==> config.mk <==
export PLATFORM = sky130hd
export DESIGN_NAME = rom_scan_ctrl
export DESIGN_NICKNAME = d
export VERILOG_FILES = /design/src/rtl/rom_scan_ctrl.sv
export SDC_FILE = /design/constraint.sdc
export NUM_CORES = 1
export LEC_CHECK = 0
export BUFFER_PORTS_ARGS = -buffer_cell sky130_fd_sc_hd__buf_2
export CORE_UTILIZATION = 50
export DETAILED_ROUTE_END_ITERATION = 12
export GPL_TIMING_DRIVEN = 0
export PLACE_DENSITY_LB_ADDON = 0.1
export SKIP_CTS_REPAIR_TIMING = 1
export SLEW_MARGIN = 20
export SYNTH_ARGS = -nofsm -noshare
export SYNTH_HDL_FRONTEND = slang
export SYNTH_SLANG_ARGS = --single-unit
==> constraint.sdc <==
create_clock -name clk -period 2.4 [get_ports clk]
set_input_delay 0 -clock clk [delete_from_list [all_inputs] [get_ports clk]]
set_output_delay 0 -clock clk [all_outputs]
set_load 0.005 [all_outputs]
==> src/rtl/rom_scan_ctrl.sv <==
// Glyph/text ROM sequencer: walks the 8-entry ROM, latches glyphs onto the segment
// output and streams paired text bytes over valid/ready. Optional macro: SKIP_BLANK_EN.
module rom_scan_ctrl #(
  parameter int DWELL_W = 8,
  parameter int IDX_W   = 3
) (
  input  logic               clk,
  input  logic               rst,
  input  logic               en,
  input  logic [DWELL_W-1:0] dwell,
  input  logic [7:0]         rom_data1,
  input  logic [7:0]         rom_data2,
  output logic [IDX_W-1:0]   rom_addr,
  output logic [7:0]         seg_out,
  output logic [7:0]         tx_data,
  output logic               tx_valid,
  input  logic               tx_ready,
  output logic               step,
  output logic               wrap
);

  localparam logic [1:0] IDLE  = 2'd0;
  localparam logic [1:0] LOAD  = 2'd1;
  localparam logic [1:0] SEND  = 2'd2;
  localparam logic [1:0] DWELL = 2'd3;

  logic [1:0]         state;
  logic [DWELL_W-1:0] cnt;
  logic               blank;
  logic               last_idx;

  assign last_idx = &rom_addr;

`ifdef SKIP_BLANK_EN
  // an all-dark glyph is skipped in a single cycle without touching the stream
  assign blank = (rom_data1 == 8'h00);
`else
  assign blank = 1'b0;
`endif

  always_ff @(posedge clk or posedge rst) begin
    if (rst) begin
      state    <= IDLE;
      rom_addr <= '0;
      seg_out  <= 8'h00;
      tx_data  <= 8'h00;
      tx_valid <= 1'b0;
      step     <= 1'b0;
      wrap     <= 1'b0;
      cnt      <= '0;
    end else begin
      step <= 1'b0;
      wrap <= 1'b0;
      case (state)
        IDLE: if (en) state <= LOAD;
        LOAD: begin
          if (blank) begin
            rom_addr <= rom_addr + 1'b1;
            step     <= 1'b1;
            wrap     <= last_idx;
            state    <= en ? LOAD : IDLE;
          end else begin
            seg_out  <= rom_data1;
            tx_data  <= rom_data2;
            tx_valid <= 1'b1;
            state    <= SEND;
          end
        end
        // tx_valid only drops on a handshake, regardless of en
        SEND: if (tx_ready) begin
          tx_valid <= 1'b0;
          cnt      <= dwell;
          state    <= DWELL;
        end
        DWELL: begin
          if (cnt == '0) begin
            rom_addr <= rom_addr + 1'b1;
            step     <= 1'b1;
            wrap     <= last_idx;
            state    <= en ? LOAD : IDLE;
          end else begin
            cnt <= cnt - 1'b1;
          end
        end
        default: state <= IDLE;
      endcase
    end
  end

endmodule

==> summary.txt, run 1 <==
Outcome: finished with violations
Failing checks: design-rule violations, negative hold slack
Final wirelength: 3.33 mm
Initial Util: 54.5%
Period utilization: 86.8%
Yosys cell types: 32
Compound-cell area share of the yosys netlist: 13.1%
Post-Synth XOR/XNOR Area: 0.568%
Crit path cell chain: inv_1 > ha_1 > nor4b_1 > o2111ai_1 > a21oi_1 > mux2_1
Post-Syn Area: 1540 sq um
Row cnt: 19
Combinational family with the most area after synthesis: multiplexers
Simple-gate share of the synthesized area: 9.73%
DR vias: 1273
Fin Setup TNS: 0 ns
Fmax: 0.480 GHz
Kind of critical path: reg2reg
Root buf cell: clkbuf_4
Warnings, synthesis: 0
Hold WS: -0.0554 ns
Synth Net Count: 169
Pre-CTS setup slack: 0.302 ns
Nets: 245
Fin cells: 241
Diodes inserted: 0
Setup slack, reg-to-reg: 0.32 ns
Antenna violations before repair: 0
Number of flops mapped to enable cells by yosys: 0
Synth cell count leaders: dfrtp_1, mux2_2, nand2_1
GRT Util Overall: 20.1%
CP endpoint kind: flop
Area Growth Syn to Fin: 35.4%
ANT nets after route: 0
Reg-to-reg endpoint: state[1]
Slowest CP cell: nor4b_1
WP data required: 2.63 ns
Top-count cell post-synth: dfrtp_1
RSZ-0062 raised after global routing: no
Max-slew violation count: 0
Cell Pwr Density: 1150 nW/um^2
Multi-input combinational cell area: 683 sq um
CTS tree: yes
Mux contribution to synthesized area: 14.4%
Startpoint Class: flop
Skew-Pair Late Insertion Delay: 0.34 ns
CP startpoint: cnt[0]
Total congestion overflow: 0
Max FO, Critical Path: 4
Worst r2r path cells: 6
Yosys top cell area share: 51.9%
DP Cell Count: 213
Least-Margin Pin Slew: 0.677 ns
CTS buffer count: 5
Die Footprint: 3310 sq um
Critical Path Max Stage Delay: 0.56 ns
H-tree depth: 2
# clock sinks: 32
Fraction of layout cells with a size suffix above 1: 38.1%
Initial DRC count: 38
Async SR Flop Fraction: 100%
Ports: 50
Die X: 57.5 um
Register Area: 801 sq um
Hold Path Class: in2reg
Filler instances: 213
Chip height: 57.5 um
Global-route wire length before repair: 4.90 mm
Top_reg_cell synth: dfrtp_1
#FFs+latches synth: 32
Worst setup path end: state[1]
Max cap viols: 0
Clk slew on worst S/H paths: 0.10 ns
WP data arrival: 2.31 ns
Routed WL per cell: 13.8 um
Leakage power: 1.03 nW
Avg Inst Size Synth: 11.6 sq um
1st-pass router iterations: 8
Top cells by area, synth: dfrtp_1, mux2_2, ha_1, a21oi_1, o22a_1
Area leader, netlist: dfrtp_1
Area share of fa/ha/maj cells after synthesis: 6.49%
Final worst setup slack: 0.317 ns
Core ar.: 2830 sq um
Clock buffer depth: 2
Vias/cell: 5.28
Worst vdd ir: 0.757 mV
Slew headroom: 54.2%
Vias in the first global route: 1210
Sequential area share after synthesis: 51.9%
Critical R2R Launch: cnt[0]
Largest net degree at the start of global routing: 33
Port Buffers: 49
Final HPWL DP: 2.23 mm
Hold_sp: dwell[6]
Final setup violating endpoints: 0
DR DRC count: 3
Worst clock skew: 0.0102 ns
Mapped Cells: 133
RD Place Congestion: 0.844
Final Hold Viols: 3
Final min period: 2.08 ns
[logic make-up after synthesis]
family / Yosys count
simple gates: 28
compound gates: 30
xor+xnor: 1
fa+ha+maj: 8
buf+inv: 14
flops: 32
mux: 20
[layout make-up]
cell class              instances  share of cell area [%]
flip-flops and latches         32                    38.3
repair buffers                 69                    21.3
clock inverters                 1                   0.359
multi-input cells              87                    32.7
plain buffers                   5                    1.20
well taps                      31                    1.86
inverters                       9                    1.62
clock buffers                   7                    2.63
[per-layer routing]
metal  routed length [um]  track usage (%)  up-vias
met4                   65             13.6        0
met5                    0                0        -
met3                  119             5.22        7
met1                 1420             22.2      608
li1                     -                -      629
met2                 1730             33.7       29
[worst min-delay path by stage]
stage                     slack, ns  depth (start not counted)         end
after floorplan                0.09                          1    tx_valid
after global placement         0.21                          2    tx_valid
after detailed placement       0.13                          2  tx_data[5]
after CTS                     -0.24                          2  seg_out[3]
after global routing          0.008                          3      cnt[1]
final                         -0.06                          3      cnt[6]
[stage by stage]
| step | power (mW) | cell area [sq um] | utilization (%) |
|---|---|---|---|
| CTS | 2.40 | 1890 | 66.8 |
| finish | 2.41 | 2090 | 73.9 |
| floorplan | 1.72 | 1540 | - |
| detailed placement | 2.07 | 1830 | 64.6 |
| global route | 2.60 | 2090 | 73.9 |
| global placement | 2.01 | 1830 | 64.6 |
[flip-flops by register name, indices dropped and copies added, names as in the netlist]
signal / flops
tx_valid: 1
rom_addr: 3
step: 1
cnt: 8
seg_out: 8
state: 2
wrap: 1
tx_data: 8
[cell usage in the layout (no fill, tap or decap), drive strengths merged, types with 2 or more instances in the layout]
| master | count |
|---|---|
| nor3 | 3 |
| clkbuf | 9 |
| nor4b | 2 |
| buf | 52 |
| mux2 | 18 |
| mux2i | 2 |
| inv | 8 |
| nor2 | 6 |
| o2111ai | 2 |
| nand2 | 10 |
| a21oi | 9 |
| o22a | 6 |
| o21ai | 7 |
| dlygate4sd3 | 20 |
| a31oi | 2 |
| ha | 8 |
| dfrtp | 32 |
[worst max-delay path, delay by kind of cell, from the launching register on]
family	cells	cell delay, ns
multiplexers	1	0.33
flip-flops	1	0.39
buffers and inverters	1	0.12
adder cells (fa/ha/maj)	1	0.16
AO/OA/AOI/OAI	2	0.42
AND/OR/NAND/NOR	1	0.56
[power by group]
group          switching (mW)  internal [mW]  total [mW]
Combinational           0.520          0.607        1.13
Clock                   0.184          0.143       0.327
Sequential              0.174          0.785       0.958
Total                   0.877           1.54        2.41
No activity file was read; power rests on OpenSTA's default activity.
==> inputs of run 2 (changes only) <==
Settings changed: CORE_UTILIZATION 50 to 52, CTS_BUF_LIST set to sky130_fd_sc_hd__clkbuf_4 sky130_fd_sc_hd__clkbuf_8.
==> summary.txt, run 2 (same netlist as run 1, synthesis figures left out) <==
Clock buffer depth: 2
Commonest non-fill, non-tap cell in the layout: buf_2
Clock power frac: 14.0%
WP data required: 2.62 ns
Switch share: 36.4%
Root buf cell: clkbuf_4
RD Place Congestion: 0.755
Combinational Power Share: 47.0%
Worst clock skew: 0.00442 ns
Worst vdd ir: 1.01 mV
# clock sinks: 32
Startpoint Class: flop
Clk slew on worst S/H paths: 0.09 ns
DR DRC count: 0
Leakage power: 1.05 nW
Final HPWL DP: 2.24 mm
Nets: 248
1st-pass router iterations: 4
H-tree depth: 2
Diodes inserted: 0
Switching power: 0.895 mW
Most frequent cells in the layout: buf_2, dfrtp_1, dlygate4sd3_1
Worst r2r path cells: 6
RSZ-0062 raised after global routing: no
Fraction of layout cells with a size suffix above 1: 38.0%
Max FO, Critical Path: 4
Max-slew violation count: 0
Initial Util: 55.5%
Least-Margin Pin Slew: 0.674 ns
Hold depth: 3
Kind of cell adding the most delay to the critical path: simple AND/OR/NAND/NOR gates
WP data arrival: 2.28 ns
Internal Power: 1.56 mW
Final min period: 2.06 ns
Antenna violations before repair: 0
Slew headroom: 55.0%
Critical Path Max Stage Delay: 0.52 ns
Row cnt: 19
Final wirelength: 3.58 mm
Routed WL per cell: 14.7 um
Vias/cell: 5.34
Period utilization: 85.9%
Total congestion overflow: 0
Die X: 56.5 um
Vias in the first global route: 1176
Biggest regs: cnt x8, seg_out x8, tx_data x8
Power share of the sequential group: 39.1%
Slowest CP cell: nor4b_1
Cell Pwr Density: 1160 nW/um^2
Outcome: complete, no violations
Crit path cell chain: inv_1 > ha_1 > nor4b_1 > o2111ai_1 > a21oi_1 > mux2_1
Design Area, Final: 2120 sq um
Hold Path Class: in2reg
Initial DRC count: 41
CTS tree: yes
Worst Path Buf+Inv: 1
Kind of critical path: reg2reg
Fmax: 0.485 GHz
Core ar.: 2780 sq um
Fin Setup TNS: 0 ns
Port Buffers: 49
Post-DP Area: 1830 sq um
Max cap viols: 0
Final setup violating endpoints: 0
Largest net degree at the start of global routing: 33
CTS buffer count: 5
Area Growth Syn to Fin: 37.6%
Filler instances: 202
Post-layout util: 76.3%
Die Footprint: 3190 sq um
Ports: 50
CP Depth: 6
GRT Util Overall: 21.7%
Chip height: 56.5 um
Global-route wire length before repair: 5.18 mm
DR vias: 1303
CP endpoint kind: flop
Final Hold Viols: 0
ANT nets after route: 0
Skew-Pair Late Insertion Delay: 0.33 ns
-- run 2: cell type report --
class	instances	area [sq um]	share of cell area, %
tap	31	38.8	1.83
sequential	32	801	37.7
clock buffer	8	66.3	3.12
timing repair buffer	72	475	22.4
buffer	5	25.0	1.18
inverter	9	33.8	1.59
multi-input combinational	87	683	32.2
-- run 2: power groups by stage --
stage | Clock, mW | Combinational, mW | Sequential (mW)
2_1_floorplan | 0 | 0.766 | 0.953
3_3_place_gp | 0 | 1.07 | 0.946
3_5_place_dp | 0 | 1.11 | 0.965
4_1_cts | 0.351 | 1.12 | 0.952
5_1_grt | 0.377 | 1.28 | 1.00
6_report | 0.343 | 1.15 | 0.960
-- run 2: routing by layer --
layer | part of all wire (%) | GRT usage, % | vias to the layer above
met5 | 0 | 0 | -
met4 | 1.5 | 9.41 | 0
met3 | 5.8 | 7.83 | 7
met2 | 52 | 35.0 | 47
met1 | 41 | 26.1 | 612
li1 | - | - | 637
-- run 2: worst paths after layout --
| kind | startpoint | end | slack (ns) |
|---|---|---|---|
| setup reg to reg | cnt[0] | state[1] | 0.34 |
| setup / recovery | cnt[0] | state[1] | 0.34 |
| hold reg to reg | tx_data[6] | tx_data[6] | 0.51 |
| max in group asynchronous | rst | cnt[7] | 1.66 |
| min in group asynchronous | rst | tx_data[4] | 0.31 |
| hold / removal | dwell[3] | cnt[3] | 0.02 |
-- run 2: stage by stage --
step                      setup WS [ns]  instances  hold slack, ns  power [mW]
final                             0.340        244          0.0234        2.46
after detailed placement          0.387        213           0.147        2.08
after global routing              0.146        244          0.0103        2.66
after floorplan                   0.621        133          0.0898        1.72
after global placement            0.400        213           0.199        2.01
after CTS                         0.356        221          -0.217        2.42
-- run 2: worst reg2reg max path, cell delays in order, from the launching register on --
cell       delay [ns]
dfrtp_1          0.39
inv_1            0.13
ha_1             0.16
nor4b_1          0.52
o2111ai_1        0.24
a21oi_1          0.18
mux2_1           0.33
==> inputs of run 3 (changes only) <==
Settings changed: CORE_ASPECT_RATIO set to 0.6.
==> summary.txt, run 3 (same netlist as run 1, synthesis figures left out) <==
Filler instances: 192
WP data arrival: 2.36 ns
Startpoint Class: flop
1st-pass router iterations: 4
Slowest CP cell: nor4b_1
Chip height: 44.2 um
CTS tree: yes
Fin Setup TNS: 0 ns
Commonest non-fill, non-tap cell in the layout: buf_2
Core ar.: 2660 sq um
RD Place Congestion: 0.859
Die X: 72.3 um
Vias in the first global route: 1218
WP data required: 2.57 ns
Root buf cell: clkbuf_8
Worst clock skew: 0.00496 ns
Critical Path Max Stage Delay: 0.62 ns
DR DRC count: 0
Row cnt: 14
Clk slew on worst S/H paths: 0.06 ns
Initial DRC count: 61
Routed WL per cell: 14.4 um
Final Hold Viols: 0
DP Cell Count: 222
Die Footprint: 3200 sq um
Max FO, Critical Path: 4
Diodes inserted: 0
Kind of critical path: reg2reg
DR vias: 1296
Nets: 243
Largest net degree at the start of global routing: 33
Final wirelength: 3.58 mm
Port Buffers: 49
# clock sinks: 32
Area Growth Syn to Fin: 37.1%
Vias/cell: 5.23
Global-route wire length before repair: 5.37 mm
Skew-Pair Late Insertion Delay: 0.28 ns
Clock buffer depth: 2
Total congestion overflow: 0
GRT Util Overall: 23.5%
Fraction of layout cells with a size suffix above 1: 38.9%
CTS buffer count: 5
Most frequent cells in the layout: buf_2, dfrtp_1, dlygate4sd3_1
Crit path cell chain: inv_1 > ha_1 > nor4b_1 > o2111ai_1 > a21oi_1 > mux2_1
Antenna violations before repair: 0
Least-Margin Pin Slew: 0.736 ns
Outcome: complete, no violations
ANT nets after route: 0
Fin cells: 248
Final min period: 2.20 ns
Initial Util: 57.9%
Cell Pwr Density: 1220 nW/um^2
Biggest regs: cnt x8, seg_out x8, tx_data x8
RSZ-0062 raised after global routing: no
Max cap viols: 0
Leakage power: 1.05 nW
Worst vdd ir: 0.810 mV
Fmax: 0.455 GHz
Ports: 50
Final HPWL DP: 2.46 mm
Max-slew violation count: 0
Slew headroom: 50.2%
H-tree depth: 2
Period utilization: 91.5%
Hold Path Class: in2reg
Final setup violating endpoints: 0
CP endpoint kind: flop
[run 3: cell types whose count changed in the layout (fill, tap and decap cells not counted)]
| cell | delta |
|---|---|
| clkbuf_4 | -5 |
| clkbuf_8 | +5 |
| dlygate4sd3_1 | -5 |
[run 3: worst paths after layout]
kind                       slack, ns  cells after the start        from          to
setup / recovery                0.20                      6      cnt[0]    state[1]
hold / removal                  0.01                      3    dwell[1]      cnt[1]
setup reg to reg                0.20                      6      cnt[0]    state[1]
hold reg to reg                 0.50                      1  tx_data[2]  tx_data[2]
max in group asynchronous       1.62                      3         rst  seg_out[3]
min in group asynchronous       0.36                      3         rst  tx_data[4]
[run 3: per-layer routing]
metal | global-route usage [%] | share of wire (%) | up-vias | routed length [um]
li1 | - | - | 619 | -
met1 | 27.5 | 43 | 623 | 1520
met2 | 40.4 | 49 | 48 | 1750
met3 | 8.88 | 7.4 | 6 | 266
met4 | 8.24 | 1.1 | 0 | 39
met5 | 0 | 0 | - | 0
[run 3: final cells by class]
class                   count  area [sq um]  area share, %
plain buffers               5          25.0           1.18
inverters                   9          33.8           1.60
flip-flops and latches     32           801           37.8
clock buffers               8          97.6           4.61
multi-input cells          87           683           32.3
well taps                  40          50.0           2.37
repair buffers             67           425           20.1
[run 3: per-stage QoR]
step / worst slack, ns / area (sq um) / hold slack (ns) / power (mW) / util, %
2_1_floorplan: 0.621 / 1540 / 0.0898 / 1.72 / -
3_3_place_gp: 0.318 / 1840 / 0.204 / 2.02 / 69.0
3_5_place_dp: 0.228 / 1840 / 0.139 / 2.10 / 69.0
4_1_cts: 0.205 / 1940 / -0.164 / 2.55 / 72.7
5_1_grt: 0.0323 / 2120 / 0.0331 / 2.75 / 79.5
6_report: 0.204 / 2120 / 0.0145 / 2.58 / 79.5
[run 3: where the power goes]
part | internal, mW | switching [mW] | total, mW | leakage, nW
Sequential | 0.787 | 0.181 | 0.968 | 0.386
Combinational | 0.608 | 0.556 | 1.16 | 0.608
Clock | 0.256 | 0.190 | 0.446 | 0.0523
Total | 1.65 | 0.928 | 2.58 | 1.05
[run 3: critical path: cells and delay by family, from the launching register on]
kind	cells	cell delay, ns
simple gates	1	0.62
compound gates	2	0.46
flops	1	0.38
mux	1	0.33
fa+ha+maj	1	0.18
buf+inv	1	0.11
